<file path="config.mk">
export PLATFORM = sky130hd
export DESIGN_NAME = ipu_input
export DESIGN_NICKNAME = d
export VERILOG_FILES = /design/src/rtl/ipu_input.sv
export SDC_FILE = /design/constraint.sdc
export NUM_CORES = 1
export LEC_CHECK = 0
export BUFFER_PORTS_ARGS = -buffer_cell sky130_fd_sc_hd__buf_2
export CORE_MARGIN = 3
export CORE_UTILIZATION = 54
export CTS_CLUSTER_DIAMETER = 200
export DETAILED_ROUTE_END_ITERATION = 16
export HOLD_SLACK_MARGIN = 0.02
export MAX_ROUTING_LAYER = met4
export PLACE_DENSITY = 0.77
export SETUP_SLACK_MARGIN = 0.2
export SYNTH_ARGS = -nofsm -noshare
export SYNTH_HDL_FRONTEND = slang
export SYNTH_SLANG_ARGS = --single-unit
</file>
<file path="constraint.sdc">
create_clock -name clk -period 1.6 [get_ports clk]
set_input_delay 0.16 -clock clk [delete_from_list [all_inputs] [get_ports clk]]
set_output_delay 0.16 -clock clk [all_outputs]
set_load 0.02 [all_outputs]
</file>
<file path="src/rtl/ipu_input.sv">
// Tic-tac-toe input front end: synchronises/debounces the enter button, samples the
// cell selection, writes it to grid_coord and holds an interrupt to proc until acked.
module ipu_input #(
  parameter int unsigned DEBOUNCE_CYCLES = 16,
  parameter int unsigned MAX_COORD       = 8
) (
  input  logic       clk,
  input  logic       rst,
  input  logic [3:0] sw,
  input  logic       btn,
  input  logic       int_ack,
  output logic       write_en,
  output logic [3:0] coord_out,
  output logic       ipu_int,
  output logic       bad_coord,
  output logic       busy
);

  localparam int unsigned CNT_W = (DEBOUNCE_CYCLES > 2) ? $clog2(DEBOUNCE_CYCLES) : 1;
  localparam logic [CNT_W-1:0] CNT_LAST  = CNT_W'(DEBOUNCE_CYCLES - 1);
  localparam logic [3:0]       COORD_MAX = 4'(MAX_COORD);

  typedef enum logic [2:0] {
    S_IDLE,
    S_DEBOUNCE,
    S_CAPTURE,
    S_INT_PEND,
    S_RELEASE
  } state_t;

  state_t           r_state;
  state_t           w_state_nxt;
  logic [1:0]       r_sync;
  logic [CNT_W-1:0] r_cnt;
  logic [CNT_W-1:0] w_cnt_nxt;
  logic [3:0]       r_coord_q;
  logic [3:0]       w_coord_nxt;
  logic             w_btn_s;
  logic             w_cnt_last;
  logic             w_capture_ok;
  logic             w_capture_bad;

  assign w_btn_s    = r_sync[1];
  assign w_cnt_last = (r_cnt == CNT_LAST);

  // Two-flop synchroniser for the asynchronous button.
  always_ff @(posedge clk or negedge rst) begin
    if (!rst) begin
      r_sync <= 2'b00;
    end else begin
      r_sync <= {r_sync[0], btn};
    end
  end

  // Reset lands in RELEASE so a button held through reset is not taken as a press.
  always_ff @(posedge clk or negedge rst) begin
    if (!rst) begin
      r_state   <= S_RELEASE;
      r_cnt     <= '0;
      r_coord_q <= 4'd0;
    end else begin
      r_state   <= w_state_nxt;
      r_cnt     <= w_cnt_nxt;
      r_coord_q <= w_coord_nxt;
    end
  end

  always_comb begin
    w_state_nxt = r_state;
    w_cnt_nxt   = r_cnt;
    w_coord_nxt = r_coord_q;
    case (r_state)
      S_IDLE: begin
        if (w_btn_s) begin
          w_state_nxt = S_DEBOUNCE;
          w_cnt_nxt   = '0;
        end
      end
      S_DEBOUNCE: begin
        if (!w_btn_s) begin
          w_state_nxt = S_IDLE;
        end else if (w_cnt_last) begin
          w_state_nxt = S_CAPTURE;
          w_coord_nxt = sw;
        end else begin
          w_cnt_nxt = r_cnt + CNT_W'(1);
        end
      end
      S_CAPTURE: begin
        // Counter is left at its terminal value by DEBOUNCE; RELEASE needs it cleared.
        w_cnt_nxt   = '0;
        w_state_nxt = (r_coord_q <= COORD_MAX) ? S_INT_PEND : S_RELEASE;
      end
      S_INT_PEND: begin
        if (int_ack) begin
          w_state_nxt = S_RELEASE;
          w_cnt_nxt   = '0;
        end
      end
      S_RELEASE: begin
        if (w_btn_s) begin
          w_cnt_nxt = '0;
        end else if (w_cnt_last) begin
          w_state_nxt = S_IDLE;
        end else begin
          w_cnt_nxt = r_cnt + CNT_W'(1);
        end
      end
      default: begin
        w_state_nxt = S_RELEASE;
        w_cnt_nxt   = '0;
      end
    endcase
  end

  assign w_capture_ok  = (w_state_nxt == S_CAPTURE) && (w_coord_nxt <= COORD_MAX);
  assign w_capture_bad = (w_state_nxt == S_CAPTURE) && (w_coord_nxt >  COORD_MAX);

  // Outputs registered from the next state so they align with the state they describe.
  always_ff @(posedge clk or negedge rst) begin
    if (!rst) begin
      write_en  <= 1'b0;
      coord_out <= 4'd0;
      ipu_int   <= 1'b0;
      bad_coord <= 1'b0;
      busy      <= 1'b1;
    end else begin
      write_en  <= w_capture_ok;
      bad_coord <= w_capture_bad;
      ipu_int   <= (w_state_nxt == S_INT_PEND);
      busy      <= (w_state_nxt != S_IDLE);
      if (w_capture_ok) begin
        coord_out <= w_coord_nxt;
      end
    end
  end

endmodule

</file>
==> flow_summary.toml, run 1 <==
[floorplan]
die_h_um = 49
die_x_um = 49
initial_core_util = 0.613
std_cell_rows = 14
dieArea_um2 = 2400
core_area_um2 = 1630
ios = 16

[setup_path]
crit_start = "r_state[2]"
startpoint_type = "register"
worstPathMaxFanout = 5
path_class = "reg2reg"
timing.rr.start = "r_state[2]"
critPathArrivalTime_ns = 1.68
endpoint_kind = "register"
required_ns = 1.83

[synth]
synthesis.area_um2 = 998
netlist_top_cells_area = "dfrtp_1, dfstp_2, mux2_2"
synth_nets = 95
synth.distinct_cells = 37
synth_most_common_cell = "dfrtp_1"
seq_area_frac_synth = 0.529
synthArstFlopShare = 1.00
synth_top_area_frac = 0.476
syn_inst = 86
synth_flop_cell = "dfrtp_1"
yosysTopAreaCell = "dfrtp_1"
synth_common_cells = "dfrtp_1, o21ai_0, nor2_1"
synth.avg_cell_area_um2 = 11.6
yosysWarnings = 0
ys_ff_latch = 21
synth_edf_count = 0

[placed_design]
dp_slack_ns = 0.114
finalWeightedCongestion = 0.839
place_area_um2 = 1100
dp_hpwl_mm = 1.25
port_buffers = 15

[hold_path]
hp-start = "sw[0]"
hold_class = "in2reg"

[sta]
tns_ns = 0
setup_viol_count_final = 0
grt_setup_unrepaired = "true"
tightest_slew_ns = 0.460
fmax_mhz = 690
setup_slack_ns = 0.151
max_slew_margin = 0.694
finClkSkew_ns = 0.00531
min_period_ns = 1.45
hold_viol = 0
maxSlewViolCount = 0
period_share = 0.906

[global_routing]
grtUsageMet1 = 0.251
gr-max-usage-layer = "met2"
grt_pass1_vias = 733
grt_pass1_wl_mm = 3.36
grtUsageMet3 = 0.0398
met2_usage = 0.283
antenna_found_initial = 0
grt_max_degree = 22
gr-total-overflow = 0
track_usage = 0.185

[run]
maxCapViolations = 0

[clock_tree]
clockRootBuffer = "clkbuf_4"
insertion_delay_ns = 0.29
clockBufferDepth = 2
cts_buffers = 3
htree_levels = 1
numClockSinks = 21
cts_tree = "yes"
path_clk_slew_ns = 0.11

[detailed_routing]
totalWireLength_mm = 2.30
drt_iter0_markers = 18
wl_per_cell_um = 16.5
antenna_left = 0
avgViaCountPerCell = 5.83
vias = 810
drc = 0
first_pass_iters = 4

[pwr]
p_leak_uw = 0.000596
powerDensity_nw_per_um2 = 689
ir_drop_mv = 0.674

[layout]
num-fill-cells = 97
drive_gt1_frac = 0.496
nets = 125
fin_area_um2 = 1330
area_growth_pct = 33.6
diodes = 0

[run_status]
outcome = "completed"
cell families (layout without fill, tap and decap cells):
kind of cell | Yosys count | after routing | synth area share
buffers and inverters | 6 | 34 | 0.0401
adder cells (fa/ha/maj) | 1 | 1 | 0.0125
flip-flops | 21 | 21 | 0.529
multiplexers | 4 | 4 | 0.0451
AND/OR/NAND/NOR | 26 | 27 | 0.165
AO/OA/AOI/OAI | 28 | 28 | 0.208
registers in the layout, indices dropped and copies added (netlist names):
register   flops
busy           1
r_coord_q      4
r_state        3
bad_coord      1
r_sync         2
ipu_int        1
coord_out      4
write_en       1
r_cnt          4
critical path: stages, from the launching register on:
cell and delay [ns]:
dfstp_2 0.61, buf_6 0.12, nor3_2 0.04, a31oi_4 0.23, buf_6 0.15, a41oi_2 0.10, a21oi_2 0.14
cell type report:
type | count | area, um^2 | share of cell area
inverters | 1 | 3.75 | 0.00281
multi-input cells | 60 | 542 | 0.406
clock buffers | 4 | 26.3 | 0.0197
repair buffers | 29 | 200 | 0.150
flip-flops and latches | 21 | 532 | 0.399
well taps | 24 | 30.0 | 0.0225
metal layers:
layer,share of wire,vias to the layer above
li1,-,384
met1,0.45,395
met2,0.49,29
met3,0.050,2
met4,0.0061,0
met5,0,-
report_power, final:
group          total (uW)  leakage [uW]  internal [uW]  switching, uW
Clock                 247     0.0000150           96.9            150
Sequential            568      0.000261            550           17.7
Combinational         103      0.000320           49.4           54.0
Total                 919      0.000596            697            222
stage by stage:
| step | utilization | hold slack, ns | total power, uW | instances |
|---|---|---|---|---|
| final | 0.819 | 0.155 | 919 | 139 |
| after floorplan | - | -0.136 | 619 | 86 |
| after global routing | 0.819 | 0.150 | 966 | 139 |
| after CTS | 0.745 | 0.117 | 912 | 135 |
| after global placement | 0.674 | 0.130 | 654 | 122 |
| after detailed placement | 0.674 | 0.135 | 655 | 122 |
cell usage in the layout (no fill, tap or decap), types with 4 or more instances in the layout:
cell	count
dfrtp_1	16
o21ai_0	7
buf_4	8
nor2_1	5
mux2_4	4
buf_2	15
buf_6	4
final timing paths:
kind | slack, ns | cells after the start | endpoint
max | 0.15 | 6 | r_cnt[3]
min | 0.15 | 2 | r_coord_q[0]
max reg2reg | 0.15 | 6 | r_cnt[3]
min reg2reg | 0.39 | 0 | r_sync[1]
max in group asynchronous | 0.92 | 2 | r_state[1]
min in group asynchronous | 0.34 | 2 | r_coord_q[1]
timing repair:
item,CTS,global route
setup buffers,6,4
endpoints found under the hold margin,20,0
cloned,1,0
pin swaps,2,8
hold buffers,2,0
setup endpoints to repair,12,16
gates resized for setup,5,22
No activity file was read; power rests on OpenSTA's default activity.
==> run 2, diff against run 1 <==
- CORE_UTILIZATION: 54 -> 57
- CTS_BUF_LIST: unset -> sky130_fd_sc_hd__clkbuf_2
- PLACE_DENSITY: 0.77 -> 0.8
==> run 2 against run 1 <==
Sequential share of layout area rose by 0.67 points. Flip-flop and latch count did not move. Register-to-register slack got worse by 0.04 ns. Combinational power rose by 6%. Final area fell by 1.9%. Power fell by 2.0%. Clock power fell by 11%. Clock skew fell by 0.0024 ns. Setup slack got worse by 0.038 ns. Count of clock-buffer cells in the layout fell by 1. First-iteration DRC count did not move. Highest routed layer unchanged.
==> flow_summary.toml, run 2 (synthesis results as in run 1) <==
[clock_tree]
clockRootBuffer = "clkbuf_2"
numClockSinks = 21
insertion_delay_ns = 0.32
htree_levels = 1
cts_buffers = 3
path_clk_slew_ns = 0.20
cts_tree = "yes"
clockBufferDepth = 2

[floorplan]
die_h_um = 47.9
ios = 16
core_area_um2 = 1580
initial_core_util = 0.633
dieArea_um2 = 2290
die_x_um = 47.9
std_cell_rows = 14

[layout]
final_cell_count_no_fill = 134
drive_gt1_frac = 0.475
fin_area_um2 = 1310
multi_input_area_um2 = 512
final_core_util = 0.830
final_common_cell = "dfrtp_1"
num-fill-cells = 84
diodes = 0
nets = 128
final_cell_mix = "dfrtp_1, buf_2, buf_4"
area_growth_pct = 31.1
largestRegisters = "coord_out x4, r_cnt x4, r_coord_q x4"
final-seq-area_um2 = 531

[detailed_routing]
totalWireLength_mm = 2.35
antenna_left = 0
first_pass_iters = 4
drc = 0
avgViaCountPerCell = 6.46
drt_iter0_markers = 18
vias = 865
wl_per_cell_um = 17.5

[setup_path]
reg2reg_to = "r_cnt[1]"
required_ns = 1.88
startpoint_type = "register"
regToRegSetupSlack_ns = 0.11
critPathArrivalTime_ns = 1.76
worstPathMaxFanout = 5
path_class = "reg2reg"
endpoint_kind = "register"
timing.rr.start = "r_state[2]"
rr_worst_depth = 5

[sta]
max_slew_margin = 0.701
tns_ns = 0
hold_ws_ns = 0.106
hold_viol = 0
period_share = 0.929
maxSlewViolCount = 0
fmax_mhz = 672
grt_setup_unrepaired = "true"
setup_viol_count_final = 0
min_period_ns = 1.49
finClkSkew_ns = 0.00295
tightest_slew_ns = 0.449

[placed_design]
dp.cells = 114
dp_hpwl_mm = 1.30
port_buffers = 15
place_area_um2 = 1090
finalWeightedCongestion = 0.873

[pwr]
p_leak_uw = 0.000593
powerDensity_nw_per_um2 = 688
p_sw_uw = 239
p_comb_frac = 0.121
p_int_uw = 661
clkPwrFrac = 0.246
seq_power_share = 0.634
switching_share = 0.265
ir_drop_mv = 0.701

[global_routing]
grt_max_degree = 22
grt_pass1_vias = 742
grt_pass1_wl_mm = 3.11
gr-total-overflow = 0
antenna_found_initial = 0
track_usage = 0.200

[hold_path]
worst_hold_path.num_cells = 2
hp-start = "sw[3]"
holdPathEnd = "write_en"
hold_class = "in2reg"

[run_status]
outcome = "completed"

[run]
maxCapViolations = 0
## run 2: area by class of cell
class / count / share of cell area
Clock inverter: 1 / 0.00382
Tap cell: 16 / 0.0153
Sequential cell: 21 / 0.405
Timing Repair Buffer: 32 / 0.170
Inverter: 1 / 0.00287
Clock buffer: 3 / 0.0115
Multi-Input combinational cell: 60 / 0.391
## run 2: per-stage QoR
stage | total power, uW | worst slack [ns]
after floorplan | 619 | 0.193
after detailed placement | 657 | 0.115
after global routing | 936 | 0.0570
after global placement | 655 | 0.140
after CTS | 876 | 0.150
final | 900 | 0.113
## run 2: worst max path at each step
stage	from	end	slack, ns	cells after the start
after floorplan	r_cnt[0]	coord_out[0]	0.19	5
after global placement	r_state[1]	r_cnt[1]	0.14	4
after detailed placement	r_state[1]	r_cnt[1]	0.12	4
after CTS	r_state[2]	r_coord_q[3]	0.15	5
after global routing	r_state[2]	r_cnt[1]	0.06	5
final	r_state[2]	r_cnt[1]	0.11	5
## run 2: power by group through the flow
| stage | combinational (uW) | clock [uW] | sequential, uW |
|---|---|---|---|
| final | 109 | 221 | 570 |
| after global routing | 120 | 243 | 573 |
| after CTS | 94.1 | 216 | 566 |
| after detailed placement | 79.6 | 0 | 578 |
| after global placement | 78.2 | 0 | 577 |
| after floorplan | 37.7 | 0 | 581 |
## run 2: what timing repair did
action	in CTS	in global routing
endpoints found under the setup margin	12	13
buffers inserted	8	5
hold buffers	2	0
hold endpoints to repair	20	0
gates cloned	1	0
resized for setup	8	11
pin swaps	1	3
## run 2: routing by layer
layer | track usage | wire (um) | up-vias
met1 | 0.238 | 986 | 430
met3 | 0.0338 | 114 | 8
met5 | - | 0 | -
li1 | - | - | 389
met2 | 0.348 | 1190 | 38
met4 | 0.0484 | 56 | 0
## run 2: worst max-delay path, stage by stage (launching register included)
cell and delay [ns]:
dfstp_2 0.63, buf_4 0.13, nor3_2 0.04, a31oi_4 0.24
nor2b_2 0.22, a32o_1 0.18
==> run 3, diff against run 2 <==
- CAP_MARGIN: unset -> 10
- CORE_UTILIZATION: 57 -> 51
- PLACE_DENSITY: 0.8 -> 0.76
- clock period: 1.6 -> 1.2 ns (I/O delays scaled with it)
==> run 3 against run 2 <==
The flow now finishes with violations (negative setup slack). Largest cell class is now multi-input combinational cells. Largest power group unchanged. Worst hold slack got worse by 0.035 ns. Power rose by 39%. Setup slack worse by 0.42 ns.
==> flow_summary.toml, run 3 (synthesis results as in run 1) <==
[sta]
setup_slack_ns = -0.312
setup_viol_count_final = 17
period_share = 1.26
hold_viol = 0
max_slew_margin = 0.689
grt_setup_unrepaired = "true"
tns_ns = -3.60
finClkSkew_ns = 0.0195
hold_ws_ns = 0.0716
min_period_ns = 1.51
tightest_slew_ns = 0.467
fmax_mhz = 661
maxSlewViolCount = 0

[setup_path]
worstPathMaxFanout = 8
crit_chain = "nor3_2, a31oi_4, buf_4, a41oi_1, a21oi_2"
critPathArrivalTime_ns = 1.76
cp_slowest_stage_delay_ns = 0.54
required_ns = 1.45
endpoint_kind = "register"
cp_slowest_cell = "dfrtp_2"
startpoint_type = "register"
path_class = "reg2reg"

[detailed_routing]
totalWireLength_mm = 3.12
wl_per_cell_um = 20.1
vias = 954
first_pass_iters = 4
antenna_left = 0
drc = 0
drt_iter0_markers = 29
avgViaCountPerCell = 6.15

[layout]
drive_gt1_frac = 0.646
num-fill-cells = 65
largestRegisters = "coord_out x4, r_cnt x4, r_coord_q x4"
final_common_cell = "buf_4"
nets = 140
area_growth_pct = 57.4
multi_input_area_um2 = 609
final_cell_mix = "buf_4, dfrtp_1, buf_6"
diodes = 0
final-seq-area_um2 = 532

[pwr]
powerDensity_nw_per_um2 = 798
ir_drop_mv = 0.709
p_leak_uw = 0.000667

[global_routing]
gr-total-overflow = 0
grt_max_degree = 22
grt_pass1_vias = 959
antenna_found_initial = 0
track_usage = 0.242
grt_pass1_wl_mm = 4.45

[run_status]
violations = "negative setup slack"
outcome = "finished, violations left"

[placed_design]
dp_hpwl_mm = 1.55
port_buffers = 15
finalWeightedCongestion = 0.940
dp_slack_ns = -0.254

[floorplan]
ios = 16
std_cell_rows = 15
die_x_um = 50.2
core_area_um2 = 1780
initial_core_util = 0.560
dieArea_um2 = 2520
die_h_um = 50.2

[clock_tree]
clockRootBuffer = "clkbuf_2"
insertion_delay_ns = 0.33
numClockSinks = 21
path_clk_slew_ns = 0.20
cts_tree = "yes"
clockBufferDepth = 2
htree_levels = 1
cts_buffers = 3

[hold_path]
hold_class = "in2reg"

[run]
maxCapViolations = 0
[run 3: metal layers]
layer  wire [um]  global-route usage  vias up
li1            -                   -      420
met1        1270               0.263      471
met2        1560               0.422       55
met3         229              0.0682        8
met4          62              0.0783        0
met5           0                   -        -
[run 3: worst paths after layout]
check	cells after the start	startpoint	slack (ns)	endpoint
min in group asynchronous	2	rst	0.23	r_cnt[2]
hold / removal	2	sw[3]	0.07	write_en
max in group asynchronous	2	rst	0.60	r_state[2]
hold reg to reg	0	r_sync[0]	0.38	r_sync[1]
setup reg to reg	5	r_state[1]	-0.31	r_cnt[3]
setup / recovery	5	r_state[1]	-0.31	r_cnt[3]
[run 3: cell type report]
type                    count  area share
clock buffers               4      0.0127
inverters                   1     0.00239
multi-input cells          60       0.388
flip-flops and latches     21       0.338
well taps                  25      0.0199
repair buffers             44       0.239
[run 3: report_power, final]
group,switching [uW],total (uW),internal (uW)
sequential,33.2,768,735
clock,210,298,88.2
combinational,89.0,188,99.0
total,332,1250,922
[run 3: stage by stage]
step	util	power [uW]	instances	area, um^2
final	0.881	1250	155	1570
after global routing	0.881	1320	155	1570
after CTS	0.806	1230	152	1440
after detailed placement	0.681	896	136	1210
after global placement	0.681	889	136	1210
after floorplan	-	826	86	1030
[run 3: what timing repair did]
item	4_1_cts	5_1_grt
setup endpoints to repair	25	27
buffers inserted	9	3
pin swaps	9	5
hold endpoints to repair	20	0
resized for setup	32	27
hold buffers	2	0
gates cloned	1	0
[run 3: critical path: cells and delay by family (launching register included)]
family | cells | cell delay, ns
flops | 1 | 0.54
compound gates | 3 | 0.40
buf+inv | 1 | 0.17
simple gates | 1 | 0.31
